--- config.mk ---
export PLATFORM = sky130hd
export DESIGN_NAME = exec_sequencer_flat
export DESIGN_NICKNAME = d
export VERILOG_FILES = /design/src/rtl/exec_sequencer_if.sv /design/src/rtl/exec_sequencer.sv /design/src/flat_wrapper.sv
export SDC_FILE = /design/constraint.sdc
export NUM_CORES = 1
export LEC_CHECK = 0
export CAP_MARGIN = 10
export CORE_MARGIN = 2
export CORE_UTILIZATION = 52
export CTS_BUF_LIST = sky130_fd_sc_hd__clkbuf_8
export CTS_CLUSTER_SIZE = 14
export DETAILED_ROUTE_END_ITERATION = 16
export PLACE_DENSITY = 0.87
export RECOVER_POWER = 25
export SYNTH_ARGS = -nofsm -noshare
export SYNTH_HDL_FRONTEND = slang
export SYNTH_SLANG_ARGS = --single-unit
--- constraint.sdc ---
create_clock -name clk -period 5.4 [get_ports clk]
set_input_delay 1.08 -clock clk [delete_from_list [all_inputs] [get_ports clk]]
set_output_delay 1.08 -clock clk [all_outputs]
set_load 0.1 [all_outputs]
--- src/rtl/exec_sequencer_if.sv ---
// exec_sequencer_if: control, breakpoint and status bundle between the sequencer and its surroundings.
interface exec_sequencer_if #(
   parameter int NPHASE = 5,
   parameter int PC_W   = 16,
   parameter int CNT_W  = 32
);
   localparam int IW = $clog2(NPHASE);
   logic              exec;
   logic              step;
   logic              halt;
   logic              mem_ready;
   logic              bp_en;
   logic [PC_W-1:0]   bp_addr;
   logic [PC_W-1:0]   pc;
   logic [NPHASE-1:0] phase;
   logic [IW-1:0]     phase_idx;
   logic              ce;
   logic              running;
   logic              halted;
   logic              bp_hit;
   logic [CNT_W-1:0]  instr_cnt;
   logic [CNT_W-1:0]  stall_cnt;
   modport slave (
      input  exec, step, halt, mem_ready, bp_en, bp_addr, pc,
      output phase, phase_idx, ce, running, halted, bp_hit, instr_cnt, stall_cnt
   );
   modport master (
      output exec, step, halt, mem_ready, bp_en, bp_addr, pc,
      input  phase, phase_idx, ce, running, halted, bp_hit, instr_cnt, stall_cnt
   );
endinterface

--- src/rtl/exec_sequencer.sv ---
// exec_sequencer: one-hot phase sequencer with run/stop/step control, memory stall,
// sticky halt, PC breakpoint and saturating instruction/stall counters.
module exec_sequencer #(
   parameter int NPHASE     = 5,
   parameter int PC_W       = 16,
   parameter int CNT_W      = 32,
   parameter int WAIT_PHASE = 1
) (
   input  logic clk,
   input  logic rst_n,
   exec_sequencer_if.slave bus
);
   localparam int IW = $clog2(NPHASE);
   typedef enum logic [1:0] {S_IDLE, S_RUN, S_STEP, S_HALTED} state_t;
   state_t           r_state, w_state_nx;
   logic [IW-1:0]    r_phase_idx;
   logic             r_exec_q, r_step_q, r_stop_pend, r_bp_skip, r_bp_hit;
   logic             w_stop_nx, w_skip_nx, w_hit_nx;
   logic [CNT_W-1:0] r_instr_cnt, r_stall_cnt;
   logic             w_ex_rise, w_st_rise, w_stall, w_bp_blk, w_running, w_ce, w_retire, w_last;

   assign w_ex_rise = bus.exec & ~r_exec_q;
   assign w_st_rise = bus.step & ~r_step_q;
   assign w_last    = r_phase_idx == IW'(NPHASE - 1);
   assign w_stall   = (r_phase_idx == IW'(WAIT_PHASE)) & ~bus.mem_ready;
   assign w_bp_blk  = (r_state == S_RUN) & (r_phase_idx == '0) & bus.bp_en & (bus.pc == bus.bp_addr) & ~r_bp_skip;
   assign w_running = (r_state == S_RUN) | (r_state == S_STEP);
   assign w_ce      = w_running & ~w_stall & ~w_bp_blk;
   assign w_retire  = w_ce & w_last;

   assign bus.phase     = NPHASE'(1) << r_phase_idx;
   assign bus.phase_idx = r_phase_idx;
   assign bus.ce        = w_ce;
   assign bus.running   = w_running;
   assign bus.halted    = r_state == S_HALTED;
   assign bus.bp_hit    = r_bp_hit;
   assign bus.instr_cnt = r_instr_cnt;
   assign bus.stall_cnt = r_stall_cnt;

   always_comb begin
      w_state_nx = r_state;
      w_stop_nx  = r_stop_pend;
      w_skip_nx  = r_bp_skip;
      w_hit_nx   = r_bp_hit;
      case (r_state)
         S_IDLE:
            if (w_ex_rise) begin
               w_state_nx = S_RUN;
               w_skip_nx  = 1'b1;
               w_hit_nx   = 1'b0;
            end else if (w_st_rise) begin
               w_state_nx = S_STEP;
               w_hit_nx   = 1'b0;
            end
         S_RUN: begin
            if (w_ex_rise) w_stop_nx = 1'b1;
            if (w_ce && r_phase_idx == '0) w_skip_nx = 1'b0;
            if (w_bp_blk) begin
               w_state_nx = S_IDLE;
               w_hit_nx   = 1'b1;
               w_stop_nx  = 1'b0;
            end else if (w_retire) begin
               // halt outranks a pending stop; a stop only lands on an instruction boundary
               if (bus.halt) w_state_nx = S_HALTED;
               else if (r_stop_pend) begin
                  w_state_nx = S_IDLE;
                  w_stop_nx  = 1'b0;
               end
            end
         end
         S_STEP:
            if (w_retire) w_state_nx = bus.halt ? S_HALTED : S_IDLE;
         default: ;
      endcase
   end

   always_ff @(posedge clk or negedge rst_n) begin
      if (!rst_n) begin
         r_state     <= S_IDLE;
         r_phase_idx <= '0;
         r_exec_q    <= 1'b0;
         r_step_q    <= 1'b0;
         r_stop_pend <= 1'b0;
         r_bp_skip   <= 1'b0;
         r_bp_hit    <= 1'b0;
         r_instr_cnt <= '0;
         r_stall_cnt <= '0;
      end else begin
         r_state     <= w_state_nx;
         r_exec_q    <= bus.exec;
         r_step_q    <= bus.step;
         r_stop_pend <= w_stop_nx;
         r_bp_skip   <= w_skip_nx;
         r_bp_hit    <= w_hit_nx;
         if (w_ce) r_phase_idx <= w_last ? '0 : r_phase_idx + IW'(1);
         if (w_retire && !(&r_instr_cnt)) r_instr_cnt <= r_instr_cnt + CNT_W'(1);
         if (w_running && w_stall && !(&r_stall_cnt)) r_stall_cnt <= r_stall_cnt + CNT_W'(1);
      end
   end
endmodule
--- src/flat_wrapper.sv ---
// flat-port wrapper written by rule: the top's interface ports become plain ports
module exec_sequencer_flat 
#(
   parameter int NPHASE     = 5,
   parameter int PC_W       = 16,
   parameter int CNT_W      = 32,
   parameter int WAIT_PHASE = 1
)
  (clk, rst_n, bus_exec, bus_step, bus_halt, bus_mem_ready, bus_bp_en, bus_bp_addr, bus_pc, bus_phase, bus_phase_idx, bus_ce, bus_running, bus_halted, bus_bp_hit, bus_instr_cnt, bus_stall_cnt);
  exec_sequencer_if #(.NPHASE(NPHASE), .PC_W(PC_W), .CNT_W(CNT_W)) bus_i ();
  input  logic clk;
  input  logic rst_n;
  input wire logic [$bits(bus_i.exec)-1:0] bus_exec;
  input wire logic [$bits(bus_i.step)-1:0] bus_step;
  input wire logic [$bits(bus_i.halt)-1:0] bus_halt;
  input wire logic [$bits(bus_i.mem_ready)-1:0] bus_mem_ready;
  input wire logic [$bits(bus_i.bp_en)-1:0] bus_bp_en;
  input wire logic [$bits(bus_i.bp_addr)-1:0] bus_bp_addr;
  input wire logic [$bits(bus_i.pc)-1:0] bus_pc;
  output wire logic [$bits(bus_i.phase)-1:0] bus_phase;
  output wire logic [$bits(bus_i.phase_idx)-1:0] bus_phase_idx;
  output wire logic [$bits(bus_i.ce)-1:0] bus_ce;
  output wire logic [$bits(bus_i.running)-1:0] bus_running;
  output wire logic [$bits(bus_i.halted)-1:0] bus_halted;
  output wire logic [$bits(bus_i.bp_hit)-1:0] bus_bp_hit;
  output wire logic [$bits(bus_i.instr_cnt)-1:0] bus_instr_cnt;
  output wire logic [$bits(bus_i.stall_cnt)-1:0] bus_stall_cnt;
  assign bus_i.exec = bus_exec;
  assign bus_i.step = bus_step;
  assign bus_i.halt = bus_halt;
  assign bus_i.mem_ready = bus_mem_ready;
  assign bus_i.bp_en = bus_bp_en;
  assign bus_i.bp_addr = bus_bp_addr;
  assign bus_i.pc = bus_pc;
  assign bus_phase = bus_i.phase;
  assign bus_phase_idx = bus_i.phase_idx;
  assign bus_ce = bus_i.ce;
  assign bus_running = bus_i.running;
  assign bus_halted = bus_i.halted;
  assign bus_bp_hit = bus_i.bp_hit;
  assign bus_instr_cnt = bus_i.instr_cnt;
  assign bus_stall_cnt = bus_i.stall_cnt;
  exec_sequencer #(.NPHASE(NPHASE), .PC_W(PC_W), .CNT_W(CNT_W), .WAIT_PHASE(WAIT_PHASE)) u_core (.clk(clk), .rst_n(rst_n), .bus(bus_i));
endmodule
==> results of run 1 <==
## critical path: stages
cell and delay [ns]:
clkdlybuf4s50_1 0.50, xnor2_1 0.13, nand4_1 0.12, nor3_1 0.32, and2_1 0.23, nor2_1 0.13
buf_4 0.26
## per-stage QoR
step / area, sq um / util (%)
floorplan: 3800 / -
global placement: 5040 / 70.3
detailed placement: 5040 / 70.3
CTS: 5250 / 73.2
global route: 5250 / 73.2
finish: 5250 / 73.2
## power breakdown
part	internal [mW]	total (mW)	switching (mW)
combinational	0.0332	0.0553	0.0221
clock	0.221	0.450	0.228
sequential	0.555	0.555	0.000592
total	0.809	1.06	0.251
## flip-flops by register name (all words and copies together), names as in the netlist
signal                cells
u_core.r_exec_q           1
u_core.r_step_q           1
u_core.bus.instr_cnt     32
u_core.r_state            2
u_core.r_bp_skip          1
u_core.bus.phase_idx      3
u_core.bus.stall_cnt     32
u_core.bus.bp_hit         1
u_core.r_stop_pend        1
## how the worst min path moves through the flow
stage / end / cells past startpoint / startpoint
floorplan: u_core.r_stop_pend$_DFFE_PN0N_ / 1 / u_core.r_stop_pend$_DFFE_PN0N_
global placement: u_core.bus.instr_cnt[27]$_DFFE_PN0P_ / 1 / u_core.bus.instr_cnt[27]$_DFFE_PN0P_
detailed placement: u_core.bus.instr_cnt[8]$_DFFE_PN0P_ / 1 / u_core.bus.instr_cnt[8]$_DFFE_PN0P_
CTS: u_core.bus.instr_cnt[8]$_DFFE_PN0P_ / 1 / u_core.bus.instr_cnt[8]$_DFFE_PN0P_
global route: u_core.bus.instr_cnt[23]$_DFFE_PN0P_ / 1 / u_core.bus.instr_cnt[23]$_DFFE_PN0P_
finish: u_core.bus.instr_cnt[27]$_DFFE_PN0P_ / 1 / u_core.bus.instr_cnt[27]$_DFFE_PN0P_
## routing by layer
layer,routed length [um],share of wire [%]
met1,3510,40
met2,4510,52
met3,504,5.8
met4,168,1.9
met5,0,0
## Yosys cell counts
library cell   n
dfrtp_1       74
nand2b_1       5
nand2_2        1
nor3_1         8
a211oi_1       1
or2_2          1
inv_1         13
mux2_2         4
nor4_1         5
ha_1          11
xnor2_1       56
and3_1        11
nand3_1       31
nand3b_1       1
a21o_1         2
nor2b_1        5
buf_2          1
and4_1         5
a31oi_1        7
or4_4          1
a41oi_1        1
o21ai_0        6
xor2_1        18
nand2_1       26
nor2_1        30
and4bb_2       1
o211ai_1       1
nand4_4        1
nor4_4         1
a21oi_1        8
a211o_1        1
mux2i_1        3
clkbuf_1       2
nand4_1       17
nor3_2         1
and2_1         6
a22o_1         1
## logic make-up after synthesis
family,share of synthesized area [%]
AND/OR/NAND/NOR,22.4
multiplexers,1.98
XOR/XNOR,17.1
flip-flops,48.8
AO/OA/AOI/OAI,4.48
adder cells (fa/ha/maj),3.63
buffers and inverters,1.62
## cell type report
| class | count | area share (%) |
|---|---|---|
| clock inverter | 7 | 1.57 |
| tap | 99 | 2.36 |
| sequential | 74 | 35.3 |
| multi-input combinational | 277 | 35.9 |
| timing repair buffer | 114 | 21.6 |
| clock buffer | 9 | 2.36 |
| inverter | 13 | 0.929 |
==> results.md, run 1 <==
- In this run the mean area of a mapped cell was 10.3 sq um.
- The core box area is about 7200 sq um.
- The critical path starts at bus_pc[12].
- The width of the die is ~89 um.
- The share of synthesized area occupied by flip-flops and latches is approximately half.
- Counting I/O delays and the setup requirement, the final critical path takes just under 4 ns.
- TritonCTS created 9 clock buffers.
- Setup repair after global routing left no endpoint under its margin.
- The post-synthesis net count is between 400 and 500.
- The clock-pin transition on the worst setup and hold timing paths is 0.10 ns.
- The number of placed instances with taps included is 577.
- The capturing point of the worst reg2reg path is u_core.bus.instr_cnt[27]$_DFFE_PN0P_.
- The most critical setup path has its endpoint at bus_ce.
- Across the whole layout, storage elements account for between 1500 and 2000 sq um.
- STA puts the critical path data arrival time at ~2.8 ns.
- The maximum root-to-sink buffer count is 2.
- The worst hold margin is around 0.49 ns.
- For this run, global-route usage on met3 was measured as between 6 and 7%.
- The reported leakage power is between 2 and 2.5 nW.
- The post-synthesis cell count is 367.
- The cell sitting at the root of the clock tree is a clkbuf_8.
- The area added between synthesis and finish is 38.3%.
- The most frequent standard cell in the layout excluding fill and tap cells is clkdlybuf4s50_1.
- Summing all multi-input logic gate instances after layout gives 1880 sq um.
- The number of design rule violations left after detail routing is 0.
- Of all nets on the critical path, the largest fanout is 5.
- The worst register-to-register path begins at u_core.r_state[0]$_DFFE_PN0P_.
- The H-tree was split into 3 levels.
- The clock sink count is 74.
- Measured against its own limit, the worst slew margin works out to between 30% and 40%.
- Once the floorplan was initialized, standard cells occupied 52.9% of the core.
- The count of TritonRoute iterations in the first routing pass is 6.
- The worst hold path class is reg2reg.
- The final layout contains routed wiring with a total length of 8.69 mm.
- The library cells used most frequently in the layout, excluding fill and tap cells, are 110 x clkdlybuf4s50_1, 74 x dfrtp_1, 56 x xnor2_1.
- The fill cell instance count of the final layout is 530.
- After clock tree synthesis, the repair step resized 0 gates.
- The transition time at the pin with the least slew margin is between 1 and 1.5 ns.
- The overall routing resource usage is about 23%.
- Once the clock tree was built, the setup fixing pass inserted 0 buffers.
- Across the VDD grid, the largest voltage drop is between 0.1 and 0.15 mV.
- The number of global-route vias before repair is slightly above 3000.
- The count of hold buffers inserted by post-cts repair is 0.
- The overall power consumption is 1.06 mW.
- Power spread over the standard cell area amounts to roughly 200 nW/um^2.
- The worst register-to-register path has a setup slack of 2.91 ns.
- After layout, the worst setup slack is between 1.5 and 2 ns.
- The number of antenna diodes in the final layout is 0.
- The setup path with the least slack is of type in2out.
- The final setup TNS is 0 ns.
- The share of post-route cells with drive strength above 1 is just under 6%.
- Dividing the detail-routed wire length by the instance count gives 14.7 um.
- The TritonCTS clock tree is yes.
- After synthesis the cells add up to approximately 3800 sq um.
- The global-route track usage on met1 is approximately 28%.
- Global routing used 40.1% of the available met2 tracks.
- The upper clock frequency limit is between 0.2 and 0.3 GHz.
- The final weighted congestion of routability-driven global placement is about 0.86.
- The synthesized design contains 74 register bits.
- The via count is 3188.
- The antenna violation net count after detailed routing is 0.
- The final-report setup violation count is 0.
- The initial antenna violation count was 0.
- The die outline area is approximately 8000 sq um.
- The top cell type by area accounts for 48.8% of the synthesized area.
- The count of distinct cell types in the synthesized netlist is 37.
- The insertion delay of the later-clocked pin in the worst-skew pair is approximately 0.35 ns.
- For this block, the initial DRC count from the detailed router was 82.
- The layer flagged by global routing as most heavily used is met2.
- The endpoint class of the critical path is a primary output.
- The type of element launching the critical path is an input port.
- Yosys attributes the largest share of cell area to dfrtp_1 49%, xnor2_1 13%, xor2_1 4.2%.
- The standard-cell row count is 31.
- The total number of yosys warnings is 0.
- The tool flagged a number of max-cap violations equal to 0.
- The final-report hold violation count is 0.
- After layout, the worst path uses 71.4% of the clock period.
- The first global-routing pass estimated around 14 mm of wire.
- The post-layout net count is around 540.
- Buffers placed on the I/O ports in this run total about 110.
- During I/O placement, the number of pins put on the boundary was around 120.
- The number of max-slew violations in the final report came to 0.
- For this run the aggregate overflow at the end of global routing stands at 0.
- The sum of net half-perimeters after detailed placement is 6.49 mm.
- The depth of the worst register-to-register path is 8.
- The worst setup skew after layout is between 0.015 and 0.02 ns.
- In this run the vertical extent of the chip is just under 90 um.
- The biggest area consumer among synthesized cells is dfrtp_1.
- The run finished with clean final reports.
- Once layout is complete, the cells apart from fillers number 593.
- The number of vias per cell after detailed routing is 5.38.
- At the worst endpoint, the required time is roughly 4.3 ns.
- The post-placement worst setup slack is ~1.6 ns.
- The pin count of the biggest net entering global routing is between 70 and 80.
Power figures use the tool's default switching activity.
==> run 2: changes to the inputs <==
--- a/config.mk
+++ b/config.mk
@@ -7,11 +7,11 @@
 export LEC_CHECK = 0
 export CAP_MARGIN = 10
 export CORE_MARGIN = 2
-export CORE_UTILIZATION = 52
+export CORE_UTILIZATION = 49
 export CTS_BUF_LIST = sky130_fd_sc_hd__clkbuf_8
 export CTS_CLUSTER_SIZE = 14
 export DETAILED_ROUTE_END_ITERATION = 16
-export PLACE_DENSITY = 0.87
+export PLACE_DENSITY = 0.83
 export RECOVER_POWER = 25
 export SYNTH_ARGS = -nofsm -noshare
 export SYNTH_HDL_FRONTEND = slang
==> constraint.sdc (replaced) <==
create_clock -name clk -period 3.7 [get_ports clk]
set_input_delay 0.74 -clock clk [delete_from_list [all_inputs] [get_ports clk]]
set_output_delay 0.74 -clock clk [all_outputs]
set_load 0.1 [all_outputs]
==> run 2 against run 1 <==
Compared with the run above:
- cell area grew 0.12%
- via count is 2.7% lower
- hold slack about the same
- clock-buffer cell count did not move
- first-iteration DRC count is 40% higher
- global-route usage decreased by 1.4 points
- sequential power is 46% higher
- wire length is 0.38% higher
- flip-flop and latch count stayed put
- clock skew is 0.0052 ns lower
- the run now ends with capacitance limit, slew limit left
==> results.md, run 2 (synthesis gave the netlist of run 1 again) <==
- The flow ran to the end, but the final reports show violations.
- The checks that failed: capacitance limit, slew limit.
- The violation count after the first detailed-route iteration came to 115 (+40%).
- The global-route track usage on met1 came to 27.1% (-0.82 points).
- The insertion delay of the later-clocked pin in the worst-skew pair came to 0.34 ns (about the same).
- The worst hold path class is reg2reg.
- The core box area is 7610 sq um (+6.0%).
- The global routing usage on met3 came to 5.75% (-0.62 points).
- The reported leakage power is 2.27 nW (+0.78%).
- The maximum fanout along the worst path is 5 (unchanged).
- The buffers inserted during post-CTS setup optimization is 0 (unchanged).
- The starting density of the core is 49.9% (-3.0 points).
- The worst hold margin came to 0.494 ns (-0.000376 ns).
- The switching part of the total was 21.5% (-2.1 points).
- The standard-cell row count was 32 (+3.2%).
- The number of buffer cells added on primary ports is 114 (unchanged).
- The number of cells on the worst hold path is 1 (unchanged).
- The internal power is 1.23 mW (+52%).
- The top cell types in the final layout, fill and taps aside, are 103 x clkdlybuf4s50_1, 74 x dfrtp_1, 56 x xnor2_1.
- The die outline area is 8470 sq um (+5.9%).
- The clock power share was 43.2% (+0.8 points).
- The sum of net half-perimeters after detailed placement was 6.53 mm (+0.65%).
- The fill cell instance count of the final layout is 590 (+11%).
- The switching power of the nets is 0.338 mW (+35%).
- The worst ir drop on vdd is 0.231 mV (+74%).
- The number of antenna diodes is 0 (unchanged).
- The worst setup path is captured at a primary output.
- The longest individual stage delay on the worst path came to 0.49 ns (about the same).
- The number of max-cap violations is 1 (+1).
- Leaving out fill and tap cells, the most frequent cell in the layout is clkdlybuf4s50_1.
- The final weighted congestion of routability-driven global placement came to 0.829 (-4.0%).
- The smallest clock period supported by the final layout is computed as just over 3 ns.
- TritonCTS built the clock tree.
- The tree is rooted in a clkbuf_8.
- The maximum level of the CTS H-tree is 3 (unchanged).
- The cell class contributing the biggest share of worst-path delay is simple AND/OR/NAND/NOR gates.
- The number of global-route vias before repair came to 3157 (+1.9%).
- The worst setup skew after layout is 0.0124 ns (-0.00518 ns).
- From synthesis to final layout, the design area changed by 38.5%.
- The transition time at the pin with the least slew margin was 1.79 ns (+0.780 ns).
- The worst slew slack as a fraction of its limit was -19.4% (-52 points).
- The average detailed-routed wire length per instance is 14.7 um (about the same).
- The global-route wire length before repair came to 14.7 mm (+2.1%).
- The height of the die is 92.0 um (+2.9%).
- The clock-pin transition on the worst setup and hold timing paths came to 0.08 ns (-0.02 ns).
- The type of element launching the critical path is an input port.
- Setup repair after global routing left no endpoint under its margin.
- The worst path arrival time came to 2.34 ns (-0.44 ns).
- After global routing, the most crowded layer is met2.
- The width of the die is 92.0 um (+2.9%).
- Static timing analysis puts the maximum clock frequency at approximately 0.32 GHz.
- The count of buffer and inverter cells on the critical path came to 2 (unchanged).
- The number of gates resized after cts is 0 (unchanged).
- The final-report setup violation count is 0 (unchanged).
- The number of buffers created by CTS is 9 (unchanged).
- The combinational share of power is 5.1% (about the same).
- The antenna violation net count after detailed routing was 0 (unchanged).
- The final setup TNS is 0 ns (unchanged).
- The count of TritonRoute iterations in the first routing pass is 4 (-2).
- The count of boundary I/O pins is 115 (unchanged).
- The via count is 3102 (-2.7%).
- The final-report hold violation count is 0 (unchanged).
- The share of post-route cells with drive strength above 1 is 7.51% (+1.6 points).
- The detailed-route wire length is 8.72 mm (+0.38%).
- The critical path is of the in2out type.
- The post-layout net count is 539 (unchanged).
- Traced cell by cell, the critical path runs through clkdlybuf4s50_1 -> xnor2_1 -> nand4_1 -> nor3_1 -> and2_1 -> nor2_4 -> buf_12.
- The data required time of the worst path came to 2.96 ns (-1.36 ns).
- The count of hold buffers inserted by post-cts repair is 0 (unchanged).
- The depth of the worst register-to-register path is 8 (unchanged).
- The number of design rule violations left after detail routing is 0 (unchanged).
- The register area is 1850 sq um (unchanged).
- The number of max-slew violations in the final report was 75 (+75).
- The combined area of the multi-input logic cells is 1890 sq um (+0.53%).
- Among all stages on the critical path, the largest delay is contributed by clkdlybuf4s50_1.
- The maximum root-to-sink buffer count is 2 (unchanged).
- The initial antenna violation count is 0 (unchanged).
- The overall routing resource usage came to 21.6% (-1.4 points).
- The overall power consumption came to 1.57 mW (+48%).
- The number of cells on the critical path is 7 (unchanged).
- The clock sink count is 74 (unchanged).
- The global routing usage on met2 came to 36.6% (-3.4 points).
- The pin count of the biggest net entering global routing is 75 (unchanged).
- After layout, the worst path uses roughly 83% of the clock period.
- The register share of total power is 51.7% (-0.7 points).
- The total grt overflow is 0 (unchanged).
- The number of vias per cell after detailed routing is 5.21 (-3.0%).
- The areal power density over the cells is 298 nW/um^2 (+48%).
[run 2: layer usage]
| layer | routed length, um | vias to the layer above |
|---|---|---|
| met3 | 410 | 7 |
| met1 | 3810 | 1519 |
| met2 | 4440 | 66 |
| li1 | - | 1510 |
| met4 | 65 | 0 |
| met5 | 0 | - |
[run 2: metrics by stage]
| stage | instances | util, % | setup WS, ns | area, sq um |
|---|---|---|---|---|
| finish | 595 | 69.1 | 0.618 | 5260 |
| global route | 595 | 69.1 | 0.492 | 5260 |
| CTS | 595 | 69.1 | 0.625 | 5260 |
| detailed placement | 580 | 66.4 | 0.626 | 5050 |
| global placement | 580 | 66.4 | 0.669 | 5050 |
| floorplan | 367 | - | 0.147 | 3810 |
[run 2: worst reg2reg max path: stages, from the launching register on]
cell,delay (ns)
dfrtp_1,0.39
inv_1,0.09
ha_1,0.44
and3_1,0.35
nand3_1,0.17
nand2b_1,0.19
nor3_1,0.46
nand4_1,0.18
xnor2_1,0.15
[run 2: power groups by stage]
| stage | combinational, mW | sequential, mW | clock [mW] |
|---|---|---|---|
| finish | 0.0801 | 0.810 | 0.678 |
| global route | 0.0887 | 0.811 | 0.726 |
| CTS | 0.0827 | 0.810 | 0.686 |
| detailed placement | 0.0823 | 0.826 | 0 |
| global placement | 0.0807 | 0.826 | 0 |
| floorplan | 0.0204 | 0.826 | 0 |
[run 2: final timing paths]
kind | start | endpoint | slack (ns)
max | bus_pc[11] | bus_ce | 0.62
min | u_core.bus.instr_cnt[23]$_DFFE_PN0P_ | u_core.bus.instr_cnt[23]$_DFFE_PN0P_ | 0.49
max reg2reg | u_core.r_state[0]$_DFFE_PN0P_ | u_core.bus.instr_cnt[27]$_DFFE_PN0P_ | 1.15
min reg2reg | u_core.bus.instr_cnt[23]$_DFFE_PN0P_ | u_core.bus.instr_cnt[23]$_DFFE_PN0P_ | 0.49
max in group asynchronous | rst_n | u_core.bus.stall_cnt[24]$_DFFE_PN0P_ | 1.76
min in group asynchronous | rst_n | u_core.bus.instr_cnt[26]$_DFFE_PN0P_ | 0.87
[run 2: area by class of cell]
cell class                 instances  area share, %
multi-input combinational        277           36.0
sequential                        74           35.2
timing repair buffer             114           21.5
tap                              102           2.43
clock buffer                       9           2.36
clock inverter                     6           1.57
inverter                          13          0.928
==> run 3: changes to the inputs <==
==> constraint.sdc (replaced) <==
create_clock -name clk -period 3.1 [get_ports clk]
set_input_delay 0.62 -clock clk [delete_from_list [all_inputs] [get_ports clk]]
set_output_delay 0.62 -clock clk [all_outputs]
set_load 0.1 [all_outputs]
==> run 3 against run 2 <==
Compared with the run above:
- the flow still finishes with violations (capacitance limit, slew limit)
- clock skew is 0.0042 ns lower
- non-clock buffer count is 1 higher
- via count increased by 0.81%
- die area is the same
- cell count is 0.17% higher
- clock power is 17% higher
- flip-flop and latch count did not move
- wire length down 1.3%
- hold slack lost 0.0017 ns
- register-to-register slack worse by 0.57 ns
- critical path type unchanged
==> results.md, run 3 (synthesis gave the netlist of run 1 again) <==
- The run finished, with violations left.
- The final reports fail on capacitance limit, slew limit.
- The initial antenna violation count is 0 (unchanged).
- The count of boundary I/O pins came to 115 (unchanged).
- The via count is 3127 (+0.81%).
- The register area is 1850 sq um (unchanged).
- The number of max-slew violations in the final report is 75 (unchanged).
- The detailed-route wire length is 8.61 mm (-1.3%).
- Leaving out fill and tap cells, the most frequent cell in the layout is buf_4.
- The clock root buffer master is clkbuf_8.
- The post-layout net count is 540 (+0.19%).
- The number of buffers created by CTS was 9 (unchanged).
- The number of global-route vias before repair is 3088 (-2.2%).
- The clock power share is 42.7% (-0.5 points).
- The switching power of the nets is 0.397 mW (+17%).
- The worst path arrival time came to 2.22 ns (-0.12 ns).
- The overall power consumption is 1.86 mW (+18%).
- The worst ir drop on vdd is 0.266 mV (+15%).
- The sum of net half-perimeters after detailed placement is 6.56 mm (+0.38%).
- The width of the die was 92.0 um (unchanged).
- The share of the clock period used by the worst path is approximately 92%.
- The number of vias per cell after detailed routing is 5.25 (+0.64%).
- The count of hold buffers inserted by post-cts repair is 0 (unchanged).
- Setup repair after global routing left no endpoint under its margin.
- The maximum root-to-sink buffer count is 2 (unchanged).
- The share of post-route cells with drive strength above 1 is 21.7% (+14 points).
- The insertion delay of the later-clocked pin in the worst-skew pair is 0.34 ns (about the same).
- The final-report hold violation count came to 0 (unchanged).
- The worst slew slack as a fraction of its limit came to -19.1% (+0.24 points).
- The internal power is 1.46 mW (+19%).
- The data required time of the worst path is 2.48 ns (-0.48 ns).
- The number of antenna diodes is 0 (unchanged).
- The maximum fanout along the worst path came to 5 (unchanged).
- The area added between synthesis and finish is 34.5%.
- The combined area of the multi-input logic cells came to 1900 sq um (+0.40%).
- The starting density of the core is 49.9% (unchanged).
- The number of buffer cells added on primary ports is 114 (unchanged).
- The number of max-cap violations is 1 (unchanged).
- The violation count after the first detailed-route iteration is 99 (-14%).
- The final-report setup violation count is 0 (unchanged).
- The total placed instance area is 4900 sq um (-3.1%).
- The design area is 5110 sq um (-2.9%).
- The path type of the worst setup path is in2out.
- The height of the die is 92.0 um (unchanged).
- The count of TritonRoute iterations in the first routing pass is 4 (unchanged).
- The type of element launching the critical path is an input port.
- The upper clock frequency limit is 0.352 GHz.
- The areal power density over the cells was 364 nW/um^2 (+22%).
- The final core area utilization was 67.1% (-2.0 points).
- The antenna violation net count after detailed routing is 0 (unchanged).
- The switching part of the total was 21.4% (-0.19 points).
- The buffers inserted during post-CTS setup optimization is 0 (unchanged).
- The reported leakage power was 2.41 nW (+6.4%).
- The clock sink count is 74 (unchanged).
- The library cells used most frequently in the layout, excluding fill and tap cells, are 76 x buf_4, 74 x dfrtp_1, 56 x xnor2_1.
- The transition time at the pin with the least slew margin came to 1.79 ns (-0.00362 ns).
- The time the worst path needs with I/O delays and setup is roughly 2.8 ns.
- The total grt overflow is 0 (unchanged).
- The die outline area was 8470 sq um (unchanged).
- The post-placement worst setup slack is 0.263 ns (-0.363 ns).
- The clock-pin transition on the worst setup and hold timing paths is 0.08 ns (about the same).
- The average detailed-routed wire length per instance is 14.4 um (-1.5%).
- The worst setup skew after layout is 0.00825 ns (-0.00417 ns).
- The final weighted congestion of routability-driven global placement is 0.863 (+4.2%).
- The core box area was 7610 sq um (unchanged).
- The endpoint class of the critical path is a primary output.
- The fill cell instance count of the final layout was 612 (+3.7%).
- The TritonCTS clock tree is yes.
- The maximum level of the CTS H-tree was 3 (unchanged).
- The pin count of the biggest net entering global routing is 75 (unchanged).
- The overall routing resource usage is 21.0% (-0.60 points).
- The standard-cell row count is 32 (unchanged).
- The internal reg-to-reg setup slack is 0.58 ns (-0.57 ns).
- The combinational share of power is 5.2% (about the same).
- The post-layout worst setup margin is 0.262 ns (-0.356 ns).
- The global-route wire length before repair is 14.3 mm (-2.9%).
- The register share of total power is 52.1% (+0.4 points).
- The number of gates resized after cts is 0 (unchanged).
- The number of design rule violations left after detail routing is 0 (unchanged).
- The worst hold path class is reg2reg.
-- run 3: cell types whose count changed in the layout (fill, tap and decap cells not counted), moves of 3 or more --
cell	previous run	this run
clkbuf_8	9	12
buf_4	7	76
clkdlybuf4s50_1	103	35
clkinv_2	3	0
-- run 3: worst paths after layout --
| kind | to | startpoint | cells after the start |
|---|---|---|---|
| setup reg to reg | u_core.bus.instr_cnt[27]$_DFFE_PN0P_ | u_core.r_state[0]$_DFFE_PN0P_ | 8 |
| hold / removal | u_core.bus.instr_cnt[8]$_DFFE_PN0P_ | u_core.bus.instr_cnt[8]$_DFFE_PN0P_ | 1 |
| setup / recovery | bus_ce | bus_bp_addr[4] | 7 |
| min in group asynchronous | u_core.bus.instr_cnt[25]$_DFFE_PN0P_ | rst_n | 1 |
| max in group asynchronous | u_core.bus.stall_cnt[31]$_DFFE_PN0P_ | rst_n | 1 |
| hold reg to reg | u_core.bus.instr_cnt[8]$_DFFE_PN0P_ | u_core.bus.instr_cnt[8]$_DFFE_PN0P_ | 1 |
-- run 3: worst max-delay path, cell delays in order --
cell	delay [ns]
clkdlybuf4s50_1	0.49
xnor2_1	0.13
nand4_1	0.12
nor3_1	0.31
and2_1	0.28
nor2_4	0.09
buf_12	0.18
-- run 3: routing by layer --
layer,up-vias,GRT usage (%),wire length (um),share of wire (%)
li1,1512,-,-,-
met1,1506,25.8,3620,42
met2,90,35.4,4320,50
met3,19,4.68,462,5.4
met4,0,9.70,203,2.4
met5,-,0,0,0
-- run 3: area by class of cell --
class / count / area share (%)
Sequential cell: 74 / 36.3
Tap cell: 102 / 2.50
Multi-Input combinational cell: 277 / 37.2
Inverter: 13 / 0.956
Clock inverter: 3 / 0.907
Timing Repair Buffer: 115 / 18.9
Clock buffer: 12 / 3.23
-- run 3: metrics by stage --
step | hold slack [ns] | instances | setup TNS (ns)
finish | 0.492 | 596 | 0
global route | 0.515 | 596 | 0
CTS | 0.447 | 596 | 0
detailed placement | 0.486 | 581 | 0
global placement | 0.478 | 581 | 0
floorplan | 0.324 | 367 | -0.0781
-- run 3: power by group through the flow --
stage	Combinational (mW)	Clock [mW]	Sequential (mW)
after floorplan	0.0243	0	0.986
after global placement	0.0966	0	0.986
after detailed placement	0.0995	0	0.987
after CTS	0.100	0.811	0.967
after global routing	0.106	0.851	0.968
final	0.0970	0.793	0.968
